--- src/rtl/cache_port_arbiter_pkg.sv ---
// Shared types and defaults for the two-master cache port arbiter.
package cache_arb_pkg;

    localparam int CPU_ADDR_W      = 48;
    localparam int CPU_DATA_W      = 16;
    localparam int ARB_TIMEOUT_DEF = 255;

    typedef enum logic [1:0] {IDLE, WAIT, RESP} arb_state_t;

    typedef struct packed {
        logic                  RW;
        logic [CPU_ADDR_W-1:0] address;
        logic [CPU_DATA_W-1:0] Data_In;
    } cpu_req_t;

    // Lone eligible requester wins; on a tie the one not served last wins.
    function automatic logic pick_winner(input logic [1:0] eligible, input logic last_grant);
        return (eligible == 2'b11) ? ~last_grant : eligible[1];
    endfunction

endpackage

--- src/rtl/cache_port_arbiter_watchdog.sv ---
// Saturating 8-bit WAIT-cycle counter; expired_o flags the cycle whose edge reaches TIMEOUT.
module arb_watchdog #(
    parameter int TIMEOUT = 255
) (
    input  logic clk,
    input  logic reset,
    input  logic clear_i,
    input  logic enable_i,
    output logic expired_o
);

    localparam logic [7:0] LIMIT = 8'(TIMEOUT);

    logic [7:0] cnt_q;
    logic [7:0] cnt_d;

    always_comb begin
        cnt_d = cnt_q;
        if (clear_i) begin
            cnt_d = 8'd0;
        end else if (enable_i && (cnt_q < LIMIT)) begin
            cnt_d = cnt_q + 8'd1;
        end
    end

    always_ff @(posedge clk or posedge reset) begin
        if (reset) begin
            cnt_q <= 8'd0;
        end else begin
            cnt_q <= cnt_d;
        end
    end

    // Looking one count ahead makes the abort land exactly TIMEOUT edges after entry.
    assign expired_o = enable_i && (cnt_q >= (LIMIT - 8'd1));

endmodule

--- src/rtl/cache_port_arbiter.sv ---
// Round-robin arbiter letting two CPU masters share one cache controller port, with timeout abort.
module cache_port_arbiter
    import cache_arb_pkg::*;
#(
    parameter int ADDR_W  = CPU_ADDR_W,
    parameter int DATA_W  = CPU_DATA_W,
    parameter int TIMEOUT = ARB_TIMEOUT_DEF
) (
    input  logic              clk,
    input  logic              reset,
    input  logic              cpu0_run,
    input  logic              cpu1_run,
    input  logic              cpu0_RW,
    input  logic              cpu1_RW,
    input  logic [ADDR_W-1:0] cpu0_address,
    input  logic [ADDR_W-1:0] cpu1_address,
    input  logic [DATA_W-1:0] cpu0_Data_In,
    input  logic [DATA_W-1:0] cpu1_Data_In,
    output logic [DATA_W-1:0] cpu0_Data_Out,
    output logic [DATA_W-1:0] cpu1_Data_Out,
    output logic              cpu0_done,
    output logic              cpu1_done,
    output logic              cpu0_err,
    output logic              cpu1_err,
    output logic              run,
    output logic              RW,
    output logic [ADDR_W-1:0] address,
    output logic [DATA_W-1:0] Data_In,
    input  logic [DATA_W-1:0] Data_Out,
    input  logic              ctrl_done
);

    arb_state_t        state_q;
    cpu_req_t          req_q;
    logic              run_q;
    logic              gnt_q;
    logic              last_q;
    logic [1:0]        armed_q;
    logic [1:0]        armed_d;
    logic [1:0]        done_q;
    logic [1:0]        err_q;
    logic [DATA_W-1:0] cpu0_dout_q;
    logic [DATA_W-1:0] cpu1_dout_q;

    logic [1:0] run_vec;
    logic [1:0] eligible;
    logic       winner;
    logic       grant;
    logic       expired;
    logic       abort;
    cpu_req_t   req0;
    cpu_req_t   req1;

    assign run_vec  = {cpu1_run, cpu0_run};
    assign eligible = run_vec & armed_q;
    assign winner   = pick_winner(eligible, last_q);
    assign grant    = (state_q == IDLE) && (eligible != 2'b00);
    assign abort    = (state_q == WAIT) && !ctrl_done && expired;

    assign req0 = '{RW: cpu0_RW, address: CPU_ADDR_W'(cpu0_address), Data_In: CPU_DATA_W'(cpu0_Data_In)};
    assign req1 = '{RW: cpu1_RW, address: CPU_ADDR_W'(cpu1_address), Data_In: CPU_DATA_W'(cpu1_Data_In)};

    arb_watchdog #(
        .TIMEOUT(TIMEOUT)
    ) u_watchdog (
        .clk      (clk),
        .reset    (reset),
        .clear_i  (grant),
        .enable_i (state_q == WAIT),
        .expired_o(expired)
    );

    // A served requester is disarmed, but a low run seen on the same edge re-arms it.
    always_comb begin
        armed_d = armed_q;
        if ((state_q == RESP) || abort) begin
            armed_d[gnt_q] = 1'b0;
        end
        armed_d = armed_d | ~run_vec;
    end

    always_ff @(posedge clk or posedge reset) begin
        if (reset) begin
            state_q     <= IDLE;
            req_q       <= '0;
            run_q       <= 1'b0;
            gnt_q       <= 1'b0;
            last_q      <= 1'b1;
            armed_q     <= 2'b11;
            done_q      <= 2'b00;
            err_q       <= 2'b00;
            cpu0_dout_q <= '0;
            cpu1_dout_q <= '0;
        end else begin
            done_q  <= 2'b00;
            err_q   <= 2'b00;
            armed_q <= armed_d;
            case (state_q)
                IDLE: begin
                    if (grant) begin
                        gnt_q   <= winner;
                        req_q   <= winner ? req1 : req0;
                        run_q   <= 1'b1;
                        state_q <= WAIT;
                    end
                end
                WAIT: begin
                    if (ctrl_done) begin
                        if (!req_q.RW) begin
                            if (gnt_q) begin
                                cpu1_dout_q <= Data_Out;
                            end else begin
                                cpu0_dout_q <= Data_Out;
                            end
                        end
                        run_q         <= 1'b0;
                        done_q[gnt_q] <= 1'b1;
                        state_q       <= RESP;
                    end else if (expired) begin
                        run_q        <= 1'b0;
                        err_q[gnt_q] <= 1'b1;
                        last_q       <= gnt_q;
                        state_q      <= IDLE;
                    end
                end
                RESP: begin
                    last_q  <= gnt_q;
                    state_q <= IDLE;
                end
                default: state_q <= IDLE;
            endcase
        end
    end

    assign run           = run_q;
    assign RW            = req_q.RW;
    assign address       = ADDR_W'(req_q.address);
    assign Data_In       = DATA_W'(req_q.Data_In);
    assign cpu0_done     = done_q[0];
    assign cpu1_done     = done_q[1];
    assign cpu0_err      = err_q[0];
    assign cpu1_err      = err_q[1];
    assign cpu0_Data_Out = cpu0_dout_q;
    assign cpu1_Data_Out = cpu1_dout_q;

endmodule

--- config.mk ---
export PLATFORM = sky130hd
export DESIGN_NAME = cache_port_arbiter
export DESIGN_NICKNAME = d
export VERILOG_FILES = /design/src/rtl/cache_port_arbiter_pkg.sv /design/src/rtl/cache_port_arbiter_watchdog.sv /design/src/rtl/cache_port_arbiter.sv
export SDC_FILE = /design/constraint.sdc
export NUM_CORES = 1
export LEC_CHECK = 0
export ABC_AREA = 0
export CORE_MARGIN = 5
export CORE_UTILIZATION = 42
export CTS_CLUSTER_DIAMETER = 40
export DETAILED_ROUTE_END_ITERATION = 16
export MAX_ROUTING_LAYER = met4
export PLACE_DENSITY = 0.81
export SLEW_MARGIN = 20
export SYNTH_ARGS = -nofsm -noshare
export SYNTH_HDL_FRONTEND = slang
export SYNTH_HIERARCHICAL = 1
export SYNTH_SLANG_ARGS = --single-unit
--- constraint.sdc ---
create_clock -name clk -period 3.9 [get_ports clk]
set_input_delay 0.39 -clock clk [delete_from_list [all_inputs] [get_ports clk]]
set_output_delay 0.39 -clock clk [all_outputs]
set_load 0.05 [all_outputs]
==> summary.json, run 1 <==
{
  "result_of_the_run": "complete, no violations",
  "amount_of_wire_on_met3_after_detailed_routing_um": 1440,
  "rsz0062_at_grt": "false",
  "antenna_cells": 0,
  "fin_tns_setup_ns": 0,
  "io_buffer_count": 252,
  "routedLengthMet1_um": 7670,
  "postLayoutCellArea_sq_mm": 0.00873,
  "grt.total_usage": 0.251,
  "finalWeightedCongestion": 0.861,
  "hold_path.class": "in -> async",
  "floorplan.initialDensity": 0.425,
  "syn_nets": 696,
  "rr_endpoint": "address[30]$_DFFE_PP0P_",
  "fin_nets": 914,
  "synth.top_cell.area_share": 0.506,
  "post_synthesis_cell_area_sq_mm": 0.00559,
  "topRoutingLayerUsed": "met4",
  "drt_iter0_markers": 836,
  "timing.fmax_mhz": 417,
  "grt.overflow.total": 0,
  "insertion_delay_of_the_later_clocked_pin_in_the_worst_skew_pair_ns": 0.41,
  "routed-wl-met2_um": 9720,
  "worst-r2r-cell-count": 4,
  "ys_ff_latch": 116,
  "fin_worst_skew_ns": 0.00374,
  "min_period_ns": 2.40,
  "synth_area_leaders": "sky130_fd_sc_hd__dfrtp_1, sky130_fd_sc_hd__a31oi_1, sky130_fd_sc_hd__nand4_1",
  "area_of_the_core_sq_mm": 0.0131,
  "synth-edff-count": 0,
  "drt_pre_antenna_iters": 6,
  "dr_total_vias": 5716,
  "die-height_um": 125,
  "slew_headroom": 0.285,
  "setup.worst_path.start_class": "flop",
  "place_inst": 918,
  "root_buffer": "sky130_fd_sc_hd__clkbuf_16",
  "netlist_instances": 543,
  "largest_net_degree_at_the_start_of_global_routing": 68,
  "power.combinational.fraction": 0.546,
  "finalHoldViolations": 0,
  "finalSetupViolCount": 0,
  "cellInternalPower_mw": 4.40,
  "synth_ff_type": "sky130_fd_sc_hd__dfrtp_1",
  "avgSynthCellArea_sq_um": 10.3,
  "cts_post_setup_buffers_inserted": 0,
  "timing_worst_slew_pin_value_ns": 1.07,
  "share_seq_of_total_power": 0.259,
  "drv.max_cap_violation_count": 0,
  "report.final.slew_viol_count": 0,
  "worstSetupStartpoint": "armed_q[1]$_DFF_PP1_",
  "antenna_violations_before_repair": 0,
  "number_of_global_route_vias_before_repair": 5740,
  "yosys_warnings": 6,
  "post-route-worst-setup-slack_ns": 1.50,
  "crit_path_max_fanout": 67,
  "syn_to_final_growth_pct": 56.3,
  "critPathCaptureType": "flop",
  "final-instance-count-excl-fill": 950,
  "final_layout_size_suffix_gt1_frac": 0.115,
  "tritoncts": "built",
  "hpwl_um": 13000,
  "detail_route.vias_per_cell": 6.02,
  "power.switching_fraction": 0.468,
  "cts_buffer_depth": 2,
  "final.fill_count": 1015,
  "multi_input_comb_area_sq_mm": 0.00237,
  "reg2reg_from": "armed_q[1]$_DFF_PP1_",
  "die_area_sq_mm": 0.0157,
  "totalWireLength_um": 19500,
  "ctsHtreeMaxLevel": 4,
  "switching_power_mw": 3.87,
  "netlist-cell-type-count": 48,
  "routedWlPerCell_um": 20.6,
  "ff2ff_setup_slack_ns": 1.50,
  "drc_errors": 0,
  "synth.most_common_cell": "sky130_fd_sc_hd__dfrtp_1",
  "ff_latch_area_sq_mm": 0.00291,
  "floorplan.rows": 42,
  "crit_required_ns": 4.13,
  "number_of_primary_i_o_pins": 253,
  "clock_power_share": 0.195,
  "p_leak_nw": 3.43,
  "dieWidth_um": 125,
  "p_per_area_mw_per_mm2": 947,
  "irDropWorstVdd_mv": 0.499,
  "grt_pass1_wl_um": 30700,
  "yosysSeqAreaShare": 0.520,
  "ctsHoldBuffers": 0,
  "critPathArrivalTime_ns": 2.63,
  "clk_pin_slew_ns": 0.05,
  "synth-async-reset-ratio": 1.00,
  "cts.sinks": 116,
  "fin_crit_sh": 0.614,
  "cts_made_buffers": 17,
  "detail-route-antenna-nets": 0,
  "yosysTopAreaCell": "sky130_fd_sc_hd__dfrtp_1",
  "synthTopCellsByCount": "sky130_fd_sc_hd__dfrtp_1, sky130_fd_sc_hd__a21oi_1, sky130_fd_sc_hd__a31oi_1, sky130_fd_sc_hd__nand4_1, sky130_fd_sc_hd__o21ai_0",
  "fin_worst_hold_slack_ns": 0.352,
  "dpl-instance-area_sq_mm": 0.00811,
  "crit_type": "reg -> reg",
  "resized_cells_post_cts": 0,
  "pre_cts_setup_slack_ns": 1.19
}
[routing by layer]
layer,track usage,vias up
li1,-,2516
met5,-,-
met3,0.0631,66
met4,0.115,0
met1,0.302,2778
met2,0.398,356
[through the flow]
step,util,power (mW)
after global routing,0.664,8.61
after global placement,0.617,6.56
after floorplan,-,5.13
after CTS,0.664,8.29
after detailed placement,0.617,6.66
final,0.664,8.27
[registers in the layout, indices dropped and copies added, names as in the netlist]
signal	flops
u_watchdog/cnt_q	8
RW	1
cpu0_Data_Out	16
address	48
state_q	2
done_q	2
err_q	2
gnt_q	1
Data_In	16
cpu1_Data_Out	16
run	1
last_q	1
armed_q	2
[final cells by class]
class | count | share of cell area
clock buffers | 21 | 0.0516
clock inverters | 11 | 0.0181
inverters | 9 | 0.00416
multi-input cells | 358 | 0.272
flip-flops and latches | 116 | 0.333
well taps | 176 | 0.0252
repair buffers | 259 | 0.296
[power by group through the flow]
stage               logic [mW]  registers, mW  clock network (mW)
floorplan                 1.25           3.88                   0
global placement          4.44           2.12                   0
detailed placement        4.51           2.14                   0
CTS                       4.52           2.14                1.63
global route              4.71           2.21                1.69
finish                    4.51           2.14                1.61
[placed cells by master (no fill, tap or decap), drive strengths merged, types with 3 or more instances in the layout]
master	instances
nand3	7
clkbuf	21
inv	9
mux2	33
clkinv	6
dfstp	3
nand4	66
o21ai	70
nand2	3
clkdlybuf4s50	251
nor2	14
buf	8
a31oi	65
bufinv	4
a21oi	70
dfrtp	113
nor3	6
[worst max-delay path: stages, from the launching register on]
cell and delay, ns:
sky130_fd_sc_hd__dfstp_2 0.53, sky130_fd_sc_hd__buf_4 0.57, sky130_fd_sc_hd__nand2_4 0.54, sky130_fd_sc_hd__o21ai_0 0.39
sky130_fd_sc_hd__a31oi_1 0.12
[cell families (layout without fill, tap and decap cells)]
logic type	after synthesis	after routing	synth area share
muxes	33	33	0.0800
adders and majority gates	2	2	0.00448
and+or+nand+nor	106	106	0.120
AOI/OAI and AO/OA	215	215	0.213
DFF	116	116	0.520
xor gates and xnor gates	2	2	0.00314
buffers and inverters	69	300	0.0594
[worst max-delay path by stage]
stage / endpoint / slack (ns) / cells after the start
floorplan: Data_In[0]$_DFFE_PP0P_ / 0.67 / 1
global placement: address[1]$_DFFE_PP0P_ / 1.30 / 4
detailed placement: address[30]$_DFFE_PP0P_ / 1.19 / 4
CTS: address[30]$_DFFE_PP0P_ / 1.15 / 4
global route: armed_q[1]$_DFF_PP1_ / 1.34 / 6
finish: address[30]$_DFFE_PP0P_ / 1.50 / 4
Power figures use the tool's default switching activity.
==> run 2: changes to the inputs <==
==> constraint.sdc (replaced) <==
create_clock -name clk -period 2.39 [get_ports clk]
set_input_delay 0.239 -clock clk [delete_from_list [all_inputs] [get_ports clk]]
set_output_delay 0.239 -clock clk [all_outputs]
set_load 0.05 [all_outputs]
==> run 2 against run 1 <==
Wire length fell by 1.1%. Setup slack got worse by 1.1 ns. Sequential share of layout area fell by 0.28 points. Sequential power rose by 64%. Critical endpoint is now RW.
==> summary.json, run 2 (synthesized netlist as in run 1, its figures left out) <==
{
  "drt_iter0_markers": {"value": 753, "change": "-9.9%"},
  "ctsHoldBuffers": {"value": 0, "change": "unchanged"},
  "critPathArrivalTime": {"value": 1.77, "unit": "ns", "change": "-0.86 ns"},
  "min_period_ns": 2.01,
  "clock_power_share": {"value": 0.186, "change": "-0.009"},
  "cts_buffer_depth": {"value": 2, "change": "unchanged"},
  "power.switching_fraction": {"value": 0.468, "change": "about the same"},
  "most-common-layout-cells": "sky130_fd_sc_hd__clkdlybuf4s50_1, sky130_fd_sc_hd__dfrtp_1, sky130_fd_sc_hd__a21oi_1",
  "crit_required": {"value": 2.15, "unit": "ns", "change": "-1.98 ns"},
  "grt.total_usage": {"value": 0.249, "change": "-0.00198"},
  "result_of_the_run": "complete, no violations",
  "drc_errors": {"value": 0, "change": "unchanged"},
  "drt_pre_antenna_iters": {"value": 5, "change": "-1"},
  "largest_register_ff_count": {"value": 48, "change": "unchanged"},
  "antenna_violations_before_repair": {"value": 2, "change": "+2"},
  "grt.overflow.total": {"value": 0, "change": "unchanged"},
  "crit_path_max_fanout": {"value": 4, "change": "-94%"},
  "tritoncts": "built",
  "detail-route-antenna-nets": {"value": 0, "change": "unchanged"},
  "grt_pass1_wl": {"value": 30700, "unit": "um", "change": "-0.22%"},
  "detail_route.vias_per_cell": {"value": 5.95, "change": "-1.2%"},
  "critPathCaptureType": "output port",
  "syn_to_final_growth_pct": 57.6,
  "slew_headroom": {"value": 0.501, "change": "+0.216"},
  "power.combinational.fraction": {"value": 0.553, "change": "+0.007"},
  "root_buffer": "sky130_fd_sc_hd__clkbuf_16",
  "report.final.slew_viol_count": {"value": 0, "change": "unchanged"},
  "routedWlPerCell": {"value": 20.2, "unit": "um", "change": "-2.0%"},
  "critPathBufInv": {"value": 1, "change": "unchanged"},
  "critPathTopFamily": "buffers and inverters",
  "layout_commonest_cell": "sky130_fd_sc_hd__clkdlybuf4s50_1",
  "finalSetupViolCount": {"value": 0, "change": "unchanged"},
  "setup.worst_path.start_class": "flop",
  "fin_crit_sh": 0.841,
  "number_of_global_route_vias_before_repair": {"value": 5710, "change": "-0.52%"},
  "hpwl": {"value": 13100, "unit": "um", "change": "+1.3%"},
  "die-height": {"value": 125, "unit": "um", "change": "unchanged"},
  "cts_made_buffers": {"value": 17, "change": "unchanged"},
  "dieWidth": {"value": 125, "unit": "um", "change": "unchanged"},
  "largest_net_degree_at_the_start_of_global_routing": {"value": 67, "change": "-1.5%"},
  "p_per_area": {"value": 1530, "unit": "mW/mm^2", "change": "+61%"},
  "rsz0062_at_grt": "false",
  "fin_tns_setup": {"value": 0, "unit": "ns", "change": "unchanged"},
  "cp_max_delay_cell": "sky130_fd_sc_hd__clkdlybuf4s50_1",
  "cpPeakStageDelay": {"value": 0.88, "unit": "ns", "change": "+0.31 ns"},
  "ctsHtreeMaxLevel": {"value": 4, "change": "unchanged"},
  "floorplan.rows": {"value": 42, "change": "unchanged"},
  "timing_worst_slew_pin_value": {"value": 0.748, "unit": "ns", "change": "-0.324 ns"},
  "insertion_delay_of_the_later_clocked_pin_in_the_worst_skew_pair": {"value": 0.41, "unit": "ns", "change": "about the same"},
  "cellInternalPower": {"value": 7.16, "unit": "mW", "change": "+63%"},
  "dr_total_vias": {"value": 5702, "change": "-0.24%"},
  "hold_path.class": "in -> reg",
  "fin_worst_skew": {"value": 0.00684, "unit": "ns", "change": "+0.00310 ns"},
  "finalHoldViolations": {"value": 0, "change": "unchanged"},
  "share_seq_of_total_power": {"value": 0.261, "change": "+0.002"},
  "worstPathCellList": "clkdlybuf4s50_1",
  "cts_post_setup_buffers_inserted": {"value": 0, "change": "unchanged"},
  "switching_power": {"value": 6.30, "unit": "mW", "change": "+63%"},
  "floorplan.initialDensity": {"value": 0.425, "change": "unchanged"},
  "fin_nets": {"value": 923, "change": "+0.98%"},
  "number_of_primary_i_o_pins": {"value": 253, "change": "unchanged"},
  "cts.sinks": {"value": 116, "change": "unchanged"},
  "p_leak": {"value": 3.47, "unit": "nW", "change": "+1.2%"},
  "drv.max_cap_violation_count": {"value": 0, "change": "unchanged"},
  "dpl-instance-area": {"value": 0.00822, "unit": "sq mm", "change": "+1.3%"},
  "postLayoutCellArea": {"value": 0.00880, "unit": "sq mm", "change": "+0.85%"},
  "crit_type": "reg -> out",
  "clk_pin_slew": {"value": 0.05, "unit": "ns", "change": "about the same"},
  "finalWeightedCongestion": {"value": 0.870, "change": "+0.98%"},
  "area_of_the_core": {"value": 0.0131, "unit": "sq mm", "change": "unchanged"},
  "resized_cells_post_cts": {"value": 0, "change": "unchanged"},
  "io_buffer_count": {"value": 252, "change": "unchanged"},
  "timing.fmax_mhz": 498,
  "totalWireLength": {"value": 19300, "unit": "um", "change": "-1.1%"},
  "die_area": {"value": 0.0157, "unit": "sq mm", "change": "unchanged"},
  "final_layout_size_suffix_gt1_frac": {"value": 0.122, "change": "+0.00665"},
  "irDropWorstVdd": {"value": 0.848, "unit": "mV", "change": "+70%"}
}
-- run 2: changes by cell type in the layout (fill, tap and decap cells not counted), moves of 2 or more --
cell and delta:
sky130_fd_sc_hd__buf_12 +3, sky130_fd_sc_hd__diode_2 +2, sky130_fd_sc_hd__buf_4 +6, sky130_fd_sc_hd__clkinv_2 -4
sky130_fd_sc_hd__clkbuf_8 +4, sky130_fd_sc_hd__bufinv_16 -2
-- run 2: per-stage QoR --
stage | setup WS [ns] | utilization | total power [mW] | std cells | hold WS [ns]
4_1_cts | 0.341 | 0.670 | 13.5 | 957 | 0.126
6_report | 0.381 | 0.670 | 13.5 | 959 | 0.146
5_1_grt | 0.257 | 0.670 | 14.0 | 959 | 0.137
2_1_floorplan | 0.520 | - | 8.37 | 543 | 0.0547
3_5_place_dp | 0.454 | 0.626 | 11.0 | 927 | 0.497
3_3_place_gp | 0.489 | 0.626 | 10.8 | 927 | 0.490
-- run 2: final timing paths --
check	start	end	slack, ns	cells after the start
max in group asynchronous	reset	address[41]$_DFFE_PP0P_	1.39	3
worst max register to register	state_q[0]$_DFFE_PP0P_	last_q$_DFFE_PP1P_	0.45	6
min in group asynchronous	reset	u_watchdog/cnt_q[6]$_DFFE_PP0P_	0.21	2
worst min register to register	armed_q[0]$_DFF_PP1_	armed_q[0]$_DFF_PP1_	0.51	2
worst max-delay path	RW$_DFFE_PP0P_	RW	0.38	1
worst min-delay path	cpu1_run	armed_q[1]$_DFF_PP1_	0.15	2
-- run 2: layer usage --
layer  wire, um  vias to the layer above  GRT usage
met5          0                        -          -
met4        713                        0      0.114
met3       1510                       65     0.0687
met2       9270                      366      0.379
met1       7830                     2748      0.310
li1           -                     2523          -
-- run 2: power by group through the flow --
stage,Combinational (mW),Sequential (mW),Clock [mW]
global placement,7.33,3.48,0
floorplan,2.04,6.33,0
finish,7.44,3.51,2.50
global route,7.80,3.62,2.62
CTS,7.46,3.50,2.53
detailed placement,7.44,3.52,0
-- run 2: area by class of cell --
type                            instances  area (sq um)
Clock buffer                           26           509
Antenna cell                            2          5.00
Inverter                                9          37.5
Tap cell                              176           220
Clock inverter                          4          70.1
Timing Repair Buffer                  268          2690
Sequential cell                       116          2910
Fill cell                             983          4340
Multi-Input combinational cell        358          2370
==> run 3: changes to the inputs <==
--- a/config.mk
+++ b/config.mk
@@ -7,11 +7,11 @@
 export LEC_CHECK = 0
 export ABC_AREA = 0
 export CORE_MARGIN = 5
-export CORE_UTILIZATION = 42
+export CORE_UTILIZATION = 38
 export CTS_CLUSTER_DIAMETER = 40
 export DETAILED_ROUTE_END_ITERATION = 16
 export MAX_ROUTING_LAYER = met4
-export PLACE_DENSITY = 0.81
+export PLACE_DENSITY = 0.77
 export SLEW_MARGIN = 20
 export SYNTH_ARGS = -nofsm -noshare
 export SYNTH_HDL_FRONTEND = slang
==> constraint.sdc (replaced) <==
create_clock -name clk -period 1.7 [get_ports clk]
set_input_delay 0.17 -clock clk [delete_from_list [all_inputs] [get_ports clk]]
set_output_delay 0.17 -clock clk [all_outputs]
set_load 0.05 [all_outputs]
==> run 3 against run 2 <==
Hold slack improved by 0.0032 ns. Wire length grew 1.1%. Flip-flop and latch count stayed put. Via count is 1.9% lower. Register-to-register slack got worse by 0.33 ns. Global-route usage fell by 1.7 points. Power rose by 38%. Core utilization fell by 5.6 points. Non-clock buffer count grew 12. Clock power rose by 46%.
==> summary.json, run 3 (synthesized netlist as in run 1, its figures left out) <==
{
  "slew_headroom": {"value": 0.563, "change": "+0.0617"},
  "worstSetupStartpoint": "armed_q[1]$_DFF_PP1_",
  "totalWireLength": {"value": 19500, "unit": "um", "change": "+1.1%"},
  "number_of_global_route_vias_before_repair": {"value": 5962, "change": "+4.4%"},
  "crit_required": {"value": 2.01, "unit": "ns", "change": "-0.14 ns"},
  "floorplan.initialDensity": {"value": 0.386, "change": "-0.0394"},
  "finalWeightedCongestion": {"value": 0.880, "change": "+1.1%"},
  "fin_util": {"value": 0.614, "change": "-0.0558"},
  "fin_worst_hold_slack": {"value": 0.149, "unit": "ns", "change": "+0.00324 ns"},
  "dr_total_vias": {"value": 5593, "change": "-1.9%"},
  "drc_errors": {"value": 0, "change": "unchanged"},
  "tritoncts": "built",
  "hold_path.class": "in -> async",
  "finalHoldViolations": {"value": 0, "change": "unchanged"},
  "detail-route-antenna-nets": {"value": 0, "change": "unchanged"},
  "worst-r2r-cell-count": {"value": 4, "change": "-2"},
  "fin_nets": {"value": 935, "change": "+1.3%"},
  "result_of_the_run": "complete, no violations",
  "cts_post_setup_buffers_inserted": {"value": 0, "change": "unchanged"},
  "layout_commonest_cell": "sky130_fd_sc_hd__clkdlybuf4s50_1",
  "cpPeakStageDelay": {"value": 0.57, "unit": "ns", "change": "-0.31 ns"},
  "reg2reg_from": "armed_q[1]$_DFF_PP1_",
  "timing_worst_slew_pin_value": {"value": 0.656, "unit": "ns", "change": "-0.0925 ns"},
  "timing.fmax_mhz": 633,
  "antenna_cells": {"value": 0, "change": "-2"},
  "fin_worst_skew": {"value": 0.0131, "unit": "ns", "change": "+0.00628 ns"},
  "hpwl": {"value": 13800, "unit": "um", "change": "+5.0%"},
  "final_layout_size_suffix_gt1_frac": {"value": 0.191, "change": "+0.0696"},
  "fin_crit_sh": 0.929,
  "grt.total_usage": {"value": 0.231, "change": "-0.0173"},
  "most-common-layout-cells": "sky130_fd_sc_hd__clkdlybuf4s50_1, sky130_fd_sc_hd__dfrtp_1, sky130_fd_sc_hd__a21oi_1",
  "fin_tns_setup": {"value": 0, "unit": "ns", "change": "unchanged"},
  "rsz0062_at_grt": "false",
  "drv.max_cap_violation_count": {"value": 0, "change": "unchanged"},
  "dieWidth": {"value": 131, "unit": "um", "change": "+4.7%"},
  "grt.overflow.total": {"value": 0, "change": "unchanged"},
  "min_period_ns": 1.58,
  "crit_path_max_fanout": {"value": 66, "change": "+62"},
  "cts_made_buffers": {"value": 17, "change": "unchanged"},
  "ff2ff_setup_slack": {"value": 0.12, "unit": "ns", "change": "-0.33 ns"},
  "setup.worst_path.start_class": "flop",
  "floorplan.rows": {"value": 44, "change": "+4.8%"},
  "finalSetupViolCount": {"value": 0, "change": "unchanged"},
  "p_leak": {"value": 3.70, "unit": "nW", "change": "+6.5%"},
  "io_buffer_count": {"value": 252, "change": "unchanged"},
  "number_of_primary_i_o_pins": {"value": 253, "change": "unchanged"},
  "die-height": {"value": 131, "unit": "um", "change": "+4.7%"},
  "die_area": {"value": 0.0172, "unit": "sq mm", "change": "+9.7%"},
  "irDropWorstVdd": {"value": 1.28, "unit": "mV", "change": "+51%"},
  "critPathArrivalTime": {"value": 1.89, "unit": "ns", "change": "+0.12 ns"},
  "critPathCaptureType": "flop",
  "syn_to_final_growth_pct": 59.2,
  "drt_iter0_markers": {"value": 378, "change": "-50%"},
  "detail_route.vias_per_cell": {"value": 5.71, "change": "-3.9%"},
  "antenna_violations_before_repair": {"value": 0, "change": "-2"},
  "root_buffer": "sky130_fd_sc_hd__clkbuf_16",
  "drt_pre_antenna_iters": {"value": 6, "change": "+1"},
  "grt_pass1_wl": {"value": 32100, "unit": "um", "change": "+4.5%"},
  "insertion_delay_of_the_later_clocked_pin_in_the_worst_skew_pair": {"value": 0.41, "unit": "ns", "change": "about the same"},
  "largest_register_ff_count": {"value": 48, "change": "unchanged"},
  "rr_endpoint": "address[32]$_DFFE_PP0P_",
  "ctsHtreeMaxLevel": {"value": 4, "change": "unchanged"},
  "clk_pin_slew": {"value": 0.06, "unit": "ns", "change": "about the same"},
  "crit_type": "reg -> reg",
  "largest_net_degree_at_the_start_of_global_routing": {"value": 67, "change": "unchanged"},
  "cp_max_delay_cell": "sky130_fd_sc_hd__dfstp_2",
  "area_of_the_core": {"value": 0.0145, "unit": "sq mm", "change": "+10%"},
  "routedWlPerCell": {"value": 20.0, "unit": "um", "change": "-0.98%"},
  "cts_buffer_depth": {"value": 2, "change": "unchanged"},
  "cts.sinks": {"value": 116, "change": "unchanged"},
  "worstPathCellList": "a22o_2 > clkbuf_8 > a21oi_1 > a31oi_1",
  "p_per_area": {"value": 2090, "unit": "mW/mm^2", "change": "+37%"},
  "report.final.slew_viol_count": {"value": 0, "change": "unchanged"}
}
-- run 3: cell types whose count changed in the layout (fill, tap and decap cells not counted), moves of 2 or more --
cell / previous run / this run
sky130_fd_sc_hd__buf_12: 4 / 11
sky130_fd_sc_hd__buf_4: 12 / 51
sky130_fd_sc_hd__clkbuf_1: 4 / 0
sky130_fd_sc_hd__clkbuf_8: 5 / 2
sky130_fd_sc_hd__clkdlybuf4s50_1: 251 / 149
sky130_fd_sc_hd__clkinv_4: 0 / 4
sky130_fd_sc_hd__clkinvlp_4: 1 / 5
sky130_fd_sc_hd__diode_2: 2 / 0
sky130_fd_sc_hd__dlygate4sd2_1: 0 / 67
sky130_fd_sc_hd__inv_6: 0 / 2
-- run 3: area by class of cell --
class,count,area (sq um)
repair buffers,280,2700
clock buffers,18,439
flip-flops and latches,116,2910
well taps,184,230
clock inverters,14,178
inverters,9,37.5
multi-input cells,358,2400
fillers,1214,5590
-- run 3: report_power, final --
group | total (mW) | switching [mW] | internal, mW | leakage (nW)
sequential | 4.87 | 0.812 | 4.05 | 1.36
combinational | 10.1 | 6.92 | 3.17 | 2.05
clock | 3.66 | 1.31 | 2.36 | 0.289
-- run 3: through the flow --
step | power (mW) | setup slack (ns) | instances | instance area [sq um]
floorplan | 11.8 | 0.00867 | 543 | 5600
global placement | 15.3 | -0.111 | 947 | 8320
detailed placement | 15.6 | -0.206 | 947 | 8320
CTS | 18.7 | 0.00270 | 979 | 8860
global route | 19.5 | 0.0218 | 979 | 8890
finish | 18.6 | 0.121 | 979 | 8890
-- run 3: worst max-delay path by stage --
stage	to	slack [ns]	cells past startpoint
finish	address[32]$_DFFE_PP0P_	0.12	4
detailed placement	address[42]$_DFFE_PP0P_	-0.21	5
global placement	address[1]$_DFFE_PP0P_	-0.11	5
global route	run$_DFFE_PP0P_	0.02	4
CTS	armed_q[1]$_DFF_PP1_	0.003	6
floorplan	u_watchdog/cnt_q[5]$_DFFE_PP0P_	0.009	7
-- run 3: per-layer routing --
metal,vias to the layer above,global-route usage,wire [um]
met3,33,0.0711,1600
li1,2558,-,-
met4,0,0.0751,445
met5,-,-,0
met1,2715,0.281,7810
met2,287,0.369,9680
-- run 3: critical path, delay by kind of cell, from the launching register on --
family                 cells  cell delay (ns)
AOI/OAI and AO/OA          3             0.47
buffers and inverters      1             0.42
DFF                        1             0.57
-- run 3: what timing repair did --
| item | 4_1_cts | 5_1_grt |
|---|---|---|
| pin swaps | 0 | 2 |
| hold buffers | 0 | 0 |
| setup endpoints to repair | 84 | 23 |
| resized for setup | 68 | 6 |
| gates cloned | 0 | 0 |
